==> config.mk <==
export PLATFORM = sky130hd
export DESIGN_NAME = nec_key_decoder
export DESIGN_NICKNAME = d
export VERILOG_FILES = /design/src/rtl/nec_key_decoder.sv
export SDC_FILE = /design/constraint.sdc
export NUM_CORES = 1
export LEC_CHECK = 0
export ABC_CLOCK_PERIOD_IN_PS = 4600
export BUFFER_PORTS_ARGS = -buffer_cell sky130_fd_sc_hd__buf_2
export CORE_MARGIN = 3
export CORE_UTILIZATION = 55
export CTS_CLUSTER_DIAMETER = 120
export CTS_CLUSTER_SIZE = 20
export DETAILED_ROUTE_END_ITERATION = 8
export MAX_ROUTING_LAYER = met4
export PLACE_DENSITY = 0.82
export SLEW_MARGIN = 20
export SYNTH_ARGS = -nofsm -noshare
export SYNTH_HDL_FRONTEND = slang
export SYNTH_SLANG_ARGS = --single-unit
==> constraint.sdc <==
create_clock -name clk -period 4.6 [get_ports clk]
set_input_delay 0.69 -clock clk [delete_from_list [all_inputs] [get_ports clk]]
set_output_delay 0.69 -clock clk [all_outputs]
set_load 0.01 [all_outputs]
==> src/rtl/nec_key_decoder.sv <==
// NEC key decoder: validates raw receiver frames and tracks press/hold/release of a key.
// Define NEC_KEY_AUTOREPEAT_EN to enable typematic auto-repeat events while a key is held.
module nec_key_decoder #(
  parameter int CLK_PER_MS        = 50000,
  parameter int REPEAT_TIMEOUT_MS = 120,
  parameter int AUTO_DELAY_MS     = 500,
  parameter int AUTO_RATE_MS      = 200,
  parameter int STRICT_ADDR       = 1
) (
  input  logic        clk,
  input  logic        rst_n,
  input  logic        frame_valid,
  input  logic [31:0] frame_data,
  input  logic        repeat_valid,
  output logic        key_valid,
  output logic [7:0]  key_cmd,
  output logic [15:0] key_addr,
  output logic        key_repeat,
  output logic        key_held,
  output logic        frame_err,
  output logic [7:0]  err_count
);

  localparam int PRE_W = (CLK_PER_MS > 1) ? $clog2(CLK_PER_MS) : 1;
  localparam int TO_W  = $clog2(REPEAT_TIMEOUT_MS + 1);
  localparam logic [PRE_W-1:0] PRE_LAST = PRE_W'(CLK_PER_MS - 1);
  localparam logic [TO_W-1:0]  TO_LOAD  = TO_W'(REPEAT_TIMEOUT_MS);

`ifdef NEC_KEY_AUTOREPEAT_EN
  localparam int AU_MAX = (AUTO_DELAY_MS > AUTO_RATE_MS) ? AUTO_DELAY_MS : AUTO_RATE_MS;
  localparam int AU_W   = $clog2(AU_MAX + 1);
  localparam logic [AU_W-1:0] AU_DELAY = AU_W'(AUTO_DELAY_MS);
  localparam logic [AU_W-1:0] AU_RATE  = AU_W'(AUTO_RATE_MS);
`endif

  typedef enum logic {IDLE, HELD} state_t;

  function automatic logic [7:0] bitrev8(input logic [7:0] b);
    logic [7:0] r;
    for (int i = 0; i < 8; i++) r[i] = b[7-i];
    return r;
  endfunction

  function automatic logic [7:0] sat_inc8(input logic [7:0] v);
    return (v == 8'hFF) ? v : v + 8'd1;
  endfunction

  // Stage p0: byte decode and frame validation straight off the receiver bus
  logic [7:0] addr_p0, addr_n_p0, cmd_p0, cmd_n_p0;
  logic       good_p0;

  assign addr_p0   = bitrev8(frame_data[31:24]);
  assign addr_n_p0 = bitrev8(frame_data[23:16]);
  assign cmd_p0    = bitrev8(frame_data[15:8]);
  assign cmd_n_p0  = bitrev8(frame_data[7:0]);
  assign good_p0   = (cmd_p0 == ~cmd_n_p0) &&
                     ((STRICT_ADDR == 0) || (addr_p0 == ~addr_n_p0));

  // Millisecond prescaler; restarted by key activity so timeouts run from the event
  logic [PRE_W-1:0] ms_cnt_q;
  logic             ms_tick;
  logic             pre_clr;

  assign ms_tick = (ms_cnt_q == PRE_LAST);

  always_ff @(posedge clk) begin
    if (!rst_n) begin
      ms_cnt_q <= '0;
    end else if (pre_clr || ms_tick) begin
      ms_cnt_q <= '0;
    end else begin
      ms_cnt_q <= ms_cnt_q + PRE_W'(1);
    end
  end

  // Stage p1: state, counters and registered key outputs
  state_t          state_q, state_d;
  logic [TO_W-1:0] timeout_q, timeout_d;
  logic            vld_p1, vld_d;
  logic            err_p1, err_d;
  logic [7:0]      cmd_p1, cmd_d;
  logic [15:0]     addr_p1, addr_d;
  logic [7:0]      errc_p1, errc_d;
`ifdef NEC_KEY_AUTOREPEAT_EN
  logic [AU_W-1:0] auto_q, auto_d;
  logic            rpt_p1, rpt_d;
`endif

  always_ff @(posedge clk) begin
    if (!rst_n) begin
      state_q   <= IDLE;
      timeout_q <= '0;
      vld_p1    <= 1'b0;
      err_p1    <= 1'b0;
      cmd_p1    <= '0;
      addr_p1   <= '0;
      errc_p1   <= '0;
`ifdef NEC_KEY_AUTOREPEAT_EN
      auto_q    <= '0;
      rpt_p1    <= 1'b0;
`endif
    end else begin
      state_q   <= state_d;
      timeout_q <= timeout_d;
      vld_p1    <= vld_d;
      err_p1    <= err_d;
      cmd_p1    <= cmd_d;
      addr_p1   <= addr_d;
      errc_p1   <= errc_d;
`ifdef NEC_KEY_AUTOREPEAT_EN
      auto_q    <= auto_d;
      rpt_p1    <= rpt_d;
`endif
    end
  end

  always_comb begin
    state_d   = state_q;
    timeout_d = timeout_q;
    vld_d     = 1'b0;
    err_d     = 1'b0;
    cmd_d     = cmd_p1;
    addr_d    = addr_p1;
    errc_d    = errc_p1;
    pre_clr   = 1'b0;
`ifdef NEC_KEY_AUTOREPEAT_EN
    auto_d    = auto_q;
    rpt_d     = 1'b0;
`endif
    // A frame outranks a same-cycle repeat strobe in every state
    if (frame_valid) begin
      if (good_p0) begin
        state_d   = HELD;
        vld_d     = 1'b1;
        cmd_d     = cmd_p0;
        addr_d    = {addr_n_p0, addr_p0};
        timeout_d = TO_LOAD;
        pre_clr   = 1'b1;
`ifdef NEC_KEY_AUTOREPEAT_EN
        auto_d    = AU_DELAY;
`endif
      end else begin
        state_d = IDLE;
        err_d   = 1'b1;
        errc_d  = sat_inc8(errc_p1);
      end
    end else begin
      unique case (state_q)
        IDLE: begin
          state_d = IDLE;
        end
        HELD: begin
          if (repeat_valid) begin
            timeout_d = TO_LOAD;
            pre_clr   = 1'b1;
          end else if (ms_tick) begin
            if (timeout_q <= TO_W'(1)) begin
              state_d = IDLE;
            end else begin
              timeout_d = timeout_q - TO_W'(1);
            end
          end
`ifdef NEC_KEY_AUTOREPEAT_EN
          // Auto-repeat timing is anchored to the press, so repeats do not reload it
          if (ms_tick && (state_d == HELD)) begin
            if (auto_q <= AU_W'(1)) begin
              vld_d  = 1'b1;
              rpt_d  = 1'b1;
              auto_d = AU_RATE;
            end else begin
              auto_d = auto_q - AU_W'(1);
            end
          end
`endif
        end
        default: state_d = IDLE;
      endcase
    end
  end

  assign key_valid = vld_p1;
  assign key_cmd   = cmd_p1;
  assign key_addr  = addr_p1;
  assign key_held  = (state_q == HELD);
  assign frame_err = err_p1;
  assign err_count = errc_p1;
`ifdef NEC_KEY_AUTOREPEAT_EN
  assign key_repeat = rpt_p1;
`else
  assign key_repeat = 1'b0;
`endif

endmodule

==> results of run 1 <==
layer usage:
layer / track usage, % / vias to the layer above / part of all wire, %
met2: 33.0 / 73 / 47
met1: 27.2 / 1180 / 45
met5: - / - / 0
met3: 6.80 / 14 / 6.2
met4: 11.7 / 0 / 2.5
li1: - / 1277 / -
per-stage QoR:
step / setup slack, ns / util (%)
2_1_floorplan: 2.43 / -
3_3_place_gp: 1.73 / 64.4
3_5_place_dp: 1.64 / 64.4
4_1_cts: 2.01 / 67.7
5_1_grt: 1.81 / 67.7
6_report: 1.97 / 67.7
path summary, 6_finish.rpt:
kind | cells past startpoint | start | slack (ns) | to
max | 6 | frame_data[27] | 1.97 | timeout_q[2]
min reg2reg | 2 | key_addr[8] | 0.46 | key_addr[8]
min | 2 | key_addr[8] | 0.46 | key_addr[8]
max reg2reg | 5 | ms_cnt_q[7] | 2.62 | ms_cnt_q[5]
power groups by stage:
stage          Combinational (mW)  Clock (mW)  Sequential (mW)
2_1_floorplan              0.0468           0            0.522
3_3_place_gp               0.0745           0            0.521
3_5_place_dp               0.0759           0            0.522
4_1_cts                    0.0764       0.417            0.510
5_1_grt                    0.0850       0.438            0.511
6_report                   0.0763       0.405            0.511
cell usage after synthesis (2+ instances only):
library cell	count	area share, %
sky130_fd_sc_hd__xor2_1	22	6.5
sky130_fd_sc_hd__nor2b_1	2	0.42
sky130_fd_sc_hd__nor4_4	3	2.2
sky130_fd_sc_hd__ha_1	4	1.7
sky130_fd_sc_hd__o31ai_1	3	0.76
sky130_fd_sc_hd__nor2_1	15	1.9
sky130_fd_sc_hd__buf_6	3	1.1
sky130_fd_sc_hd__dfxtp_1	58	39
sky130_fd_sc_hd__inv_1	7	0.89
sky130_fd_sc_hd__nand2_1	62	7.9
sky130_fd_sc_hd__or4_1	3	0.76
sky130_fd_sc_hd__xnor2_1	8	2.4
sky130_fd_sc_hd__buf_4	2	0.51
sky130_fd_sc_hd__nand3_1	9	1.5
sky130_fd_sc_hd__o21ai_1	7	1.2
sky130_fd_sc_hd__and3_1	5	1.1
sky130_fd_sc_hd__nand4_1	14	3.0
sky130_fd_sc_hd__a21oi_1	7	1.2
sky130_fd_sc_hd__a41o_1	2	0.68
sky130_fd_sc_hd__nor3_1	7	1.2
sky130_fd_sc_hd__buf_2	2	0.34
sky130_fd_sc_hd__or3_1	5	1.1
sky130_fd_sc_hd__nor2_2	10	2.1
sky130_fd_sc_hd__nand4b_1	2	0.59
sky130_fd_sc_hd__nor4_1	3	0.64
sky130_fd_sc_hd__o32ai_1	3	0.89
sky130_fd_sc_hd__clkbuf_1	6	0.76
sky130_fd_sc_hd__mux2i_1	25	8.5
flip-flops by register name, indices dropped and copies added, names as in the netlist:
name and cells:
key_addr 16, key_cmd 8, err_count 8, key_valid 1
frame_err 1, ms_cnt_q 16, key_held 1, timeout_q 7
critical path, delay by kind of cell:
kind / cells / cell delay [ns]
AOI/OAI and AO/OA: 1 / 0.36
xor gates and xnor gates: 1 / 0.26
buffers and inverters: 1 / 0.11
and+or+nand+nor: 3 / 1.42
cells by family (layout without fill, tap and decap cells):
| logic type | count (synthesis) | after routing |
|---|---|---|
| AOI/OAI and AO/OA | 33 | 33 |
| xor gates and xnor gates | 30 | 30 |
| adders and majority gates | 4 | 4 |
| buffers and inverters | 21 | 93 |
| DFF | 58 | 58 |
| muxes | 25 | 25 |
| other | 1 | 1 |
| and+or+nand+nor | 152 | 152 |
cell type report:
| type | instances | area, um2 | share of cell area [%] |
|---|---|---|---|
| clock buffers | 12 | 155 | 4.46 |
| clock inverters | 3 | 15.0 | 0.432 |
| repair buffers | 71 | 358 | 10.3 |
| well taps | 70 | 87.6 | 2.52 |
| inverters | 7 | 26.3 | 0.755 |
| flip-flops and latches | 58 | 1160 | 33.4 |
| multi-input cells | 245 | 1680 | 48.2 |
==> insert_results.sql, run 1 <==
INSERT INTO impl_metrics (metric_group, metric, value, unit) VALUES
('final_layout', 'fillerInstances', '429', ''),
('synth', 'synth_area_per_cell', '9.11', 'um2'),
('final_layout', 'insertedDiodeCount', '0', ''),
('synth', 'synth_top_family_by_area', 'simple AND/OR/NAND/NOR gates', ''),
('setup_path', 'worst_path_largest_cell_delay', '0.76', 'ns'),
('route', 'finalWirelength', '6.30', 'mm'),
('final_layout', 'final_cells', '466', ''),
('die', 'die_h', '79.3', 'um'),
('synth', 'synth_simple_gate_area_share', '29.2', '%'),
('timing', 'timing.slew.headroom', '44.4', '%'),
('synth', 'synth.ff_latch_count', '58', ''),
('die', 'die_extent_in_x', '79.3', 'um'),
('synth', 'synth.mux.area_fraction', '8.47', '%'),
('die', 'core', '5140', 'um2'),
('power_and_ir_drop', 'switching_power', '0.238', 'mW'),
('grt', 'wire_length_of_the_first_global_routing_pass', '10.7', 'mm'),
('setup_path', 'critical_path_arrival', '2.85', 'ns'),
('flow_run', 'timing.max_cap.violations', '0', ''),
('route', 'vias', '2544', ''),
('final_layout', 'post-route-cell-area', '3480', 'um2'),
('clock_network', 'numClockSinks', '58', ''),
('clock_network', 'number_of_clock_buffers_inserted_by_tritoncts', '9', ''),
('run_status', 'run_status', 'complete, no violations', ''),
('synth', 'sequential_element_share_of_the_synthesized_area', '39.3', '%'),
('grt', 'antenna_violations_before_repair', '0', ''),
('clock_network', 'tritoncts_clock_tree', 'built', ''),
('clock_network', 'cts_root_buffer', 'sky130_fd_sc_hd__clkbuf_8', ''),
('synth', 'synth_ff_type', 'sky130_fd_sc_hd__dfxtp_1', ''),
('setup_path', 'critPathSlowestCell', 'sky130_fd_sc_hd__nor4_4', ''),
('power_and_ir_drop', 'clock_power_share', '40.8', '%'),
('route', 'drc_errors', '0', ''),
('timing', 'maxSlewViolCount', '0', ''),
('clock_network', 'post-cts-setup-buffers', '0', ''),
('die', 'ioPinCount', '72', ''),
('grt', 'first_global_vias', '2389', ''),
('synth', 'synth_edf_count', '0', ''),
('place', 'routabilityCongestion', '0.857', ''),
('synth', 'postSynth.asyncResetShare', '0', '%'),
('final_layout', 'mostFrequentLayoutCells', '70 x sky130_fd_sc_hd__buf_2, 62 x sky130_fd_sc_hd__nand2_1, 58 x sky130_fd_sc_hd__dfxtp_1', ''),
('setup_path', 'cp_cell_sequence', 'buf_2, xor2_1, nand4_1, nor4_4, nand2_4, a41o_1', ''),
('synth', 'postSynthCellCount', '324', ''),
('clock_network', 'post_cts_sizing', '0', ''),
('grt', 'gr-total-overflow', '0', ''),
('route', 'drt.antenna.violating_nets', '0', ''),
('place', 'numPlacedInstances', '451', ''),
('setup_path', 'cp_data_required_time', '4.82', 'ns'),
('synth', 'post_synth_num_cell_types', '53', ''),
('route', 'post_drt_wl_per_cell', '13.5', 'um'),
('grt', 'grt_max_degree', '63', ''),
('power_and_ir_drop', 'cellPowerDensity', '285', 'nW/um2'),
('route', 'number_of_detailed_routing_iterations_run_before_antenna_repair', '5', ''),
('synth', 'synth_adder_area_share', '1.69', '%'),
('clock_network', 'cts-root-to-sink-buffers', '2', ''),
('setup_path', 'crit_path_max_fanout', '28', ''),
('place', 'number_of_port_buffers', '70', ''),
('power_and_ir_drop', 'comb_power_share', '7.7', '%'),
('synth', 'syn_area', '2950', 'um2'),
('final_layout', 'final_common_cell', 'sky130_fd_sc_hd__buf_2', ''),
('power_and_ir_drop', 'vdd_drop_max', '0.239', 'mV'),
('synth', 'compound_gate_portion_of_the_synthesized_area', '8.35', '%'),
('die', 'start_util', '57.4', '%'),
('place', 'placed_cell_area', '3310', 'um2'),
('synth', 'synth_nets', '364', ''),
('clock_network', 'worst_skew_pair.late_latency', '0.33', 'ns'),
('timing', 'finalCritPeriodShare', '57.2', '%'),
('clock_network', 'worst_setup_hold_path_clk_slew', '0.06', 'ns'),
('timing', 'worst_slew_pin_slew', '0.834', 'ns'),
('final_layout', 'area_growth', '17.8', '%'),
('route', 'route.detailed.vias_per_inst', '5.46', ''),
('timing', 'finClkSkew', '0.00567', 'ns'),
('timing', 'rsz_0062_raised_after_global_routing', 'no', '');
(Power assumes the default switching activity.)
==> run 2: changes to the inputs <==
--- a/config.mk
+++ b/config.mk
@@ -5,15 +5,15 @@
 export SDC_FILE = /design/constraint.sdc
 export NUM_CORES = 1
 export LEC_CHECK = 0
-export ABC_CLOCK_PERIOD_IN_PS = 4600
+export ABC_CLOCK_PERIOD_IN_PS = 2500
 export BUFFER_PORTS_ARGS = -buffer_cell sky130_fd_sc_hd__buf_2
 export CORE_MARGIN = 3
-export CORE_UTILIZATION = 55
+export CORE_UTILIZATION = 53
 export CTS_CLUSTER_DIAMETER = 120
 export CTS_CLUSTER_SIZE = 20
 export DETAILED_ROUTE_END_ITERATION = 8
 export MAX_ROUTING_LAYER = met4
-export PLACE_DENSITY = 0.82
+export PLACE_DENSITY = 0.79
 export SLEW_MARGIN = 20
 export SYNTH_ARGS = -nofsm -noshare
 export SYNTH_HDL_FRONTEND = slang
==> constraint.sdc (replaced) <==
create_clock -name clk -period 2.5 [get_ports clk]
set_input_delay 0.375 -clock clk [delete_from_list [all_inputs] [get_ports clk]]
set_output_delay 0.375 -clock clk [all_outputs]
set_load 0.01 [all_outputs]
==> run 2 against run 1 <==
Net effect:
- core utilization rose by 0.89 points
- clock power rose to 2.7 times the previous value
- final cell count rose by 1.1%
- sequential cell count did not move
- via count rose by 0.59%
- largest cell class unchanged
- largest power group is now clock
- highest routed layer unchanged
==> insert_results.sql, run 2 (synthesis gave the netlist of run 1 again) <==
INSERT INTO impl_metrics (metric_group, metric, value, unit) VALUES
('setup_path', 'timing.setup.critical_path_class', 'flip-flop to flip-flop', ''),
('timing', 'setup_viol', '0', ''),
('setup_path', 'cp_cell_sequence', 'or4b_4, nor4_2, nand4_1, nor4_1, o32ai_1', ''),
('setup_path', 'cp_data_required_time', '2.70', 'ns'),
('timing', 'finClkSkew', '0.0102', 'ns'),
('route', 'route.detailed.vias_per_inst', '5.43', ''),
('timing', 'worst_slew_pin_slew', '0.591', 'ns'),
('clock_network', 'number_of_clock_buffers_inserted_by_tritoncts', '9', ''),
('setup_path', 'critical_path_arrival', '2.24', 'ns'),
('final_layout', 'ff_latch_area', '1160', 'um2'),
('final_layout', 'area_growth', '21.6', '%'),
('timing', 'highest_attainable_clock_frequency', '491', 'MHz'),
('route', 'dr_iter_0_viols', '115', ''),
('route', 'drc_errors', '0', ''),
('power_and_ir_drop', 'cellPowerDensity', '603', 'nW/um2'),
('timing', 'finalHoldViolations', '0', ''),
('power_and_ir_drop', 'vdd_drop_max', '0.340', 'mV'),
('clock_network', 'cts_hold_repair.buffers', '0', ''),
('setup_path', 'crit_path_max_fanout', '4', ''),
('clock_network', 'worst_skew_pair.late_latency', '0.33', 'ns'),
('timing', 'timing.slew.headroom', '60.6', '%'),
('final_layout', 'final_common_cell', 'sky130_fd_sc_hd__buf_2', ''),
('clock_network', 'post-cts-setup-buffers', '0', ''),
('setup_path', 'critPathLaunchType', 'flip-flop', ''),
('final_layout', 'fillerInstances', '425', ''),
('clock_network', 'post_cts_sizing', '0', ''),
('grt', 'groute.usage.overall', '22.2', '%'),
('place', 'dp_hpwl', '4.74', 'mm'),
('route', 'finalWirelength', '6.59', 'mm'),
('route', 'post_drt_wl_per_cell', '14.0', 'um'),
('route', 'drt.antenna.violating_nets', '0', ''),
('grt', 'first_global_vias', '2378', ''),
('clock_network', 'cts_root_buffer', 'sky130_fd_sc_hd__clkbuf_8', ''),
('timing', 'rsz_0062_raised_after_global_routing', 'no', ''),
('setup_path', 'critical-path-top-delay-family', 'simple AND/OR/NAND/NOR gates', ''),
('timing', 'post-route-min-period', '2.04', 'ns'),
('power_and_ir_drop', 'p_leak', '1.72', 'nW'),
('grt', 'antenna_violations_before_repair', '0', ''),
('worst_hold_path', 'worst_hold_class', 'input port to flip-flop', ''),
('clock_network', 'numClockSinks', '58', ''),
('timing', 'finalSetupTns', '0', 'ns'),
('place', 'routabilityCongestion', '0.841', ''),
('setup_path', 'critPathSlowestCell', 'sky130_fd_sc_hd__or4b_4', ''),
('route', 'wl_met2', '3.14', 'mm'),
('final_layout', 'drive_gt1_share', '28.7', '%'),
('grt', 'grt_max_degree', '62', ''),
('grt', 'gr-total-overflow', '0', ''),
('clock_network', 'worst_setup_hold_path_clk_slew', '0.07', 'ns'),
('clock_network', 'htree_num_levels', '3', ''),
('die', 'ioPinCount', '72', ''),
('die', 'core', '5240', 'um2'),
('route', 'number_of_detailed_routing_iterations_run_before_antenna_repair', '4', ''),
('die', 'die_h', '80.6', 'um'),
('setup_path', 'worst_path_largest_cell_delay', '0.57', 'ns'),
('final_layout', 'final_core_util', '68.6', '%'),
('die', 'core.rowCount', '26', ''),
('die', 'start_util', '56.4', '%'),
('grt', 'wire_length_of_the_first_global_routing_pass', '10.8', 'mm'),
('final_layout', 'insertedDiodeCount', '0', ''),
('route', 'wire_length_on_met1', '3.01', 'mm'),
('route', 'met3_wl_post_dr', '281', 'um'),
('timing', 'maxSlewViolCount', '0', ''),
('timing', 'finalCritPeriodShare', '81.5', '%'),
('clock_network', 'tritoncts_clock_tree', 'built', ''),
('die', 'die_outline_area', '6500', 'um2'),
('clock_network', 'cts-root-to-sink-buffers', '2', ''),
('final_layout', 'multi_input_comb_area', '1680', 'um2'),
('run_status', 'run_status', 'complete, no violations', ''),
('flow_run', 'timing.max_cap.violations', '0', ''),
('final_layout', 'final_net_count', '436', ''),
('setup_path', 'cp_buf_inv_count', '0', ''),
('place', 'number_of_port_buffers', '70', ''),
('route', 'vias', '2559', ''),
('setup_path', 'end_kind', 'flip-flop', ''),
('route', 'highest_layer', 'met4', ''),
('die', 'die_extent_in_x', '80.6', 'um'),
('final_layout', 'mostFrequentLayoutCells', '70 x sky130_fd_sc_hd__buf_2, 62 x sky130_fd_sc_hd__nand2_1, 58 x sky130_fd_sc_hd__dfxtp_1', '');
[run 2: layout make-up]
type	count	area share [%]
clock buffers	12	4.32
flip-flops and latches	58	32.3
multi-input cells	245	46.7
inverters	7	0.732
well taps	70	2.44
repair buffers	75	10.8
clock inverters	4	2.72
[run 2: layer usage]
layer | vias to the layer above | track usage (%)
met4 | 0 | 11.5
met3 | 14 | 4.60
li1 | 1286 | -
met5 | - | -
met1 | 1194 | 27.7
met2 | 65 | 33.8
[run 2: stage by stage]
step                total power, mW  cell area (um2)  hold WS [ns]  setup slack (ns)  instances
finish                         2.17             3590         0.297             0.462        471
detailed placement             1.10             3340         0.448             0.352        455
CTS                            2.18             3590         0.286             0.467        471
global placement               1.10             3340         0.443             0.383        455
global route                   2.24             3590         0.284             0.290        471
floorplan                      1.05             2950         0.439             0.642        324
[run 2: worst reg2reg max path: stages, from the launching register on]
cell                      delay [ns]
sky130_fd_sc_hd__dfxtp_1        0.34
sky130_fd_sc_hd__or4b_4         0.57
sky130_fd_sc_hd__nor4_2         0.33
sky130_fd_sc_hd__nand4_1        0.24
sky130_fd_sc_hd__nor4_1         0.31
sky130_fd_sc_hd__o32ai_1        0.12
[run 2: worst paths after layout]
kind | startpoint | to | slack (ns) | cells past startpoint
hold / removal | frame_data[19] | key_addr[12] | 0.30 | 3
setup / recovery | ms_cnt_q[5] | timeout_q[6] | 0.46 | 5
setup reg to reg | ms_cnt_q[5] | timeout_q[6] | 0.46 | 5
hold reg to reg | key_cmd[1] | key_cmd[1] | 0.45 | 2
[run 2: report_power, final]
group / switching, mW / leakage [nW] / internal (mW)
Clock: 0.367 / 0.123 / 0.717
Combinational: 0.0907 / 1.13 / 0.0531
Sequential: 0.00769 / 0.468 / 0.931
==> run 3: changes to the inputs <==
--- a/config.mk
+++ b/config.mk
@@ -5,7 +5,7 @@
 export SDC_FILE = /design/constraint.sdc
 export NUM_CORES = 1
 export LEC_CHECK = 0
-export ABC_CLOCK_PERIOD_IN_PS = 2500
+export ABC_CLOCK_PERIOD_IN_PS = 2130
 export BUFFER_PORTS_ARGS = -buffer_cell sky130_fd_sc_hd__buf_2
 export CORE_MARGIN = 3
 export CORE_UTILIZATION = 53
==> constraint.sdc (replaced) <==
create_clock -name clk -period 2.13 [get_ports clk]
set_input_delay 0.3195 -clock clk [delete_from_list [all_inputs] [get_ports clk]]
set_output_delay 0.3195 -clock clk [all_outputs]
set_load 0.01 [all_outputs]
==> run 3 against run 2 <==
Net effect:
- combinational power is 19% higher
- critical path depth stayed put
- final area is 1.3% lower
- first-iteration DRC count is 12% higher
- worst setup slack worse by 0.28 ns
- core utilization is 0.86 points lower
- clock skew is 0.0027 ns lower
- via count is 0.27% higher
- critical endpoint unchanged
==> insert_results.sql, run 3 (synthesis gave the netlist of run 1 again) <==
INSERT INTO impl_metrics (metric_group, metric, value, unit) VALUES
('clock_network', 'post_cts_sizing', '0', ''),
('setup_path', 'critPathLaunch', 'ms_cnt_q[5]', ''),
('power_and_ir_drop', 'cellPowerDensity', '618', 'nW/um2'),
('final_layout', 'drive_gt1_share', '28.4', '%'),
('timing', 'finalHoldViolations', '0', ''),
('power_and_ir_drop', 'switching_power', '0.516', 'mW'),
('setup_path', 'critical-path-top-delay-family', 'simple AND/OR/NAND/NOR gates', ''),
('setup_path', 'critical_path_arrival', '2.15', 'ns'),
('final_layout', 'final_common_cell', 'sky130_fd_sc_hd__buf_2', ''),
('place', 'routabilityCongestion', '0.869', ''),
('final_layout', 'final_core_util', '67.7', '%'),
('power_and_ir_drop', 'comb_power_share', '7.8', '%'),
('setup_path', 'worst_path_largest_cell_delay', '0.56', 'ns'),
('final_layout', 'area_growth', '20.1', '%'),
('timing', 'post-route-min-period', '1.95', 'ns'),
('route', 'drc_errors', '0', ''),
('setup_path', 'worstRegToRegCells', '5', ''),
('final_layout', 'mostFrequentLayoutCells', '70 x sky130_fd_sc_hd__buf_2, 62 x sky130_fd_sc_hd__nand2_1, 58 x sky130_fd_sc_hd__dfxtp_1', ''),
('die', 'core.rowCount', '26', ''),
('worst_hold_path', 'worst_hold_class', 'input port to flip-flop', ''),
('setup_path', 'critPathLaunchType', 'flip-flop', ''),
('clock_network', 'numClockSinks', '58', ''),
('timing', 'finalSetupTns', '0', 'ns'),
('setup_path', 'cp_cell_sequence', 'or4b_4, nor4_2, nand4_1, nor4_1, o32ai_1', ''),
('timing', 'timing.slew.headroom', '65.7', '%'),
('route', 'drt.antenna.violating_nets', '0', ''),
('power_and_ir_drop', 'switching_share', '23.6', '%'),
('place', 'dp_hpwl', '4.75', 'mm'),
('timing', 'finClkSkew', '0.00751', 'ns'),
('route', 'post_drt_wl_per_cell', '13.4', 'um'),
('grt', 'gr-total-overflow', '0', ''),
('setup_path', 'cp.depth', '5', ''),
('timing', 'maxSlewViolCount', '0', ''),
('setup_path', 'end_kind', 'flip-flop', ''),
('power_and_ir_drop', 'intPower', '1.67', 'mW'),
('power_and_ir_drop', 'p_leak', '1.70', 'nW'),
('setup_path', 'timing.setup.critical_path_class', 'flip-flop to flip-flop', ''),
('clock_network', 'number_of_clock_buffers_inserted_by_tritoncts', '9', ''),
('run_status', 'run_status', 'complete, no violations', ''),
('grt', 'antenna_violations_before_repair', '0', ''),
('grt', 'first_global_vias', '2378', ''),
('setup_path', 'critical_path.reg2reg.endpoint', 'timeout_q[6]', ''),
('setup_path', 'cp_buf_inv_count', '0', ''),
('power_and_ir_drop', 'clock_power_share', '41.8', '%'),
('clock_network', 'post-cts-setup-buffers', '0', ''),
('setup_path', 'endpoint', 'timeout_q[6]', ''),
('die', 'core', '5240', 'um2'),
('place', 'number_of_port_buffers', '70', ''),
('clock_network', 'cts_root_buffer', 'sky130_fd_sc_hd__clkbuf_8', ''),
('setup_path', 'crit_path_max_fanout', '4', ''),
('clock_network', 'worst_skew_pair.late_latency', '0.33', 'ns'),
('clock_network', 'worst_setup_hold_path_clk_slew', '0.06', 'ns'),
('setup_path', 'timing.reg2reg.setup_slack', '0.18', 'ns'),
('timing', 'rsz_0062_raised_after_global_routing', 'no', ''),
('setup_path', 'critPathSlowestCell', 'sky130_fd_sc_hd__or4b_4', ''),
('clock_network', 'cts_hold_repair.buffers', '0', ''),
('setup_path', 'cp_data_required_time', '2.34', 'ns'),
('final_layout', 'insertedDiodeCount', '0', ''),
('worst_hold_path', 'hold_path_depth', '3', ''),
('flow_run', 'timing.max_cap.violations', '0', ''),
('route', 'vias', '2566', ''),
('final_layout', 'final_net_count', '436', ''),
('route', 'route.detailed.vias_per_inst', '5.45', ''),
('clock_network', 'cts-root-to-sink-buffers', '2', ''),
('die', 'die_extent_in_x', '80.6', 'um'),
('die', 'ioPinCount', '72', ''),
('die', 'die_h', '80.6', 'um'),
('die', 'die_outline_area', '6500', 'um2'),
('route', 'number_of_detailed_routing_iterations_run_before_antenna_repair', '5', ''),
('timing', 'finalCritPeriodShare', '91.4', '%'),
('timing', 'highest_attainable_clock_frequency', '513', 'MHz'),
('grt', 'wire_length_of_the_first_global_routing_pass', '10.6', 'mm'),
('grt', 'grt_max_degree', '55', ''),
('timing', 'setup_viol', '0', ''),
('clock_network', 'tritoncts_clock_tree', 'built', ''),
('clock_network', 'htree_num_levels', '3', ''),
('grt', 'groute.usage.overall', '21.5', '%'),
('power_and_ir_drop', 'reg_power_share', '50.4', '%'),
('route', 'finalWirelength', '6.33', 'mm'),
('setup_path', 'crit-reg2reg-launch', 'ms_cnt_q[5]', ''),
('power_and_ir_drop', 'vdd_drop_max', '0.431', 'mV'),
('route', 'dr_iter_0_viols', '129', ''),
('die', 'start_util', '56.4', '%'),
('timing', 'worst_slew_pin_slew', '0.509', 'ns');
[run 3: worst min path at each step]
stage                        start           end  slack, ns
floorplan              ms_cnt_q[0]   ms_cnt_q[0]       0.44
global placement      key_addr[12]  key_addr[12]       0.44
detailed placement      key_cmd[4]    key_cmd[4]       0.45
CTS                 frame_data[31]   key_addr[0]       0.23
global route        frame_data[24]   key_addr[7]       0.25
finish              frame_data[31]   key_addr[0]       0.24
[run 3: cell type report]
cell class              instances  area [um2]
clock buffers                  14         173
clock inverters                 2        10.0
fillers                       435        1690
inverters                       7        26.3
multi-input cells             245        1680
flip-flops and latches         58        1160
well taps                      70        87.6
repair buffers                 75         413
[run 3: power by group through the flow]
stage	Clock (mW)	Combinational, mW	Sequential [mW]
after floorplan	0	0.101	1.13
after global placement	0	0.167	1.13
after detailed placement	0	0.170	1.13
after CTS	0.935	0.172	1.10
after global routing	0.983	0.192	1.10
final	0.916	0.171	1.10
[run 3: metrics by stage]
step                      hold WS [ns]  cells  setup WS, ns  cell area [um2]  total power, mW
final                            0.240    471         0.182             3550             2.19
after global routing             0.248    471        0.0590             3550             2.28
after CTS                        0.231    471         0.193             3550             2.21
after detailed placement         0.449    455        0.0921             3360             1.30
after global placement           0.441    455         0.121             3360             1.29
after floorplan                  0.439    324         0.328             2950             1.23
[run 3: per-layer routing]
metal / vias to the layer above / GRT usage [%] / share of wire [%]
met5: - / - / 0
met4: 0 / 13.2 / 3.6
met3: 20 / 3.81 / 4.5
met2: 63 / 33.2 / 46
met1: 1197 / 26.0 / 46
li1: 1286 / - / -
[run 3: worst min-delay path, cell delays in order]
cell	delay [ns]
sky130_fd_sc_hd__buf_2	0.11
sky130_fd_sc_hd__nand2_1	0.05
sky130_fd_sc_hd__mux2i_1	0.05
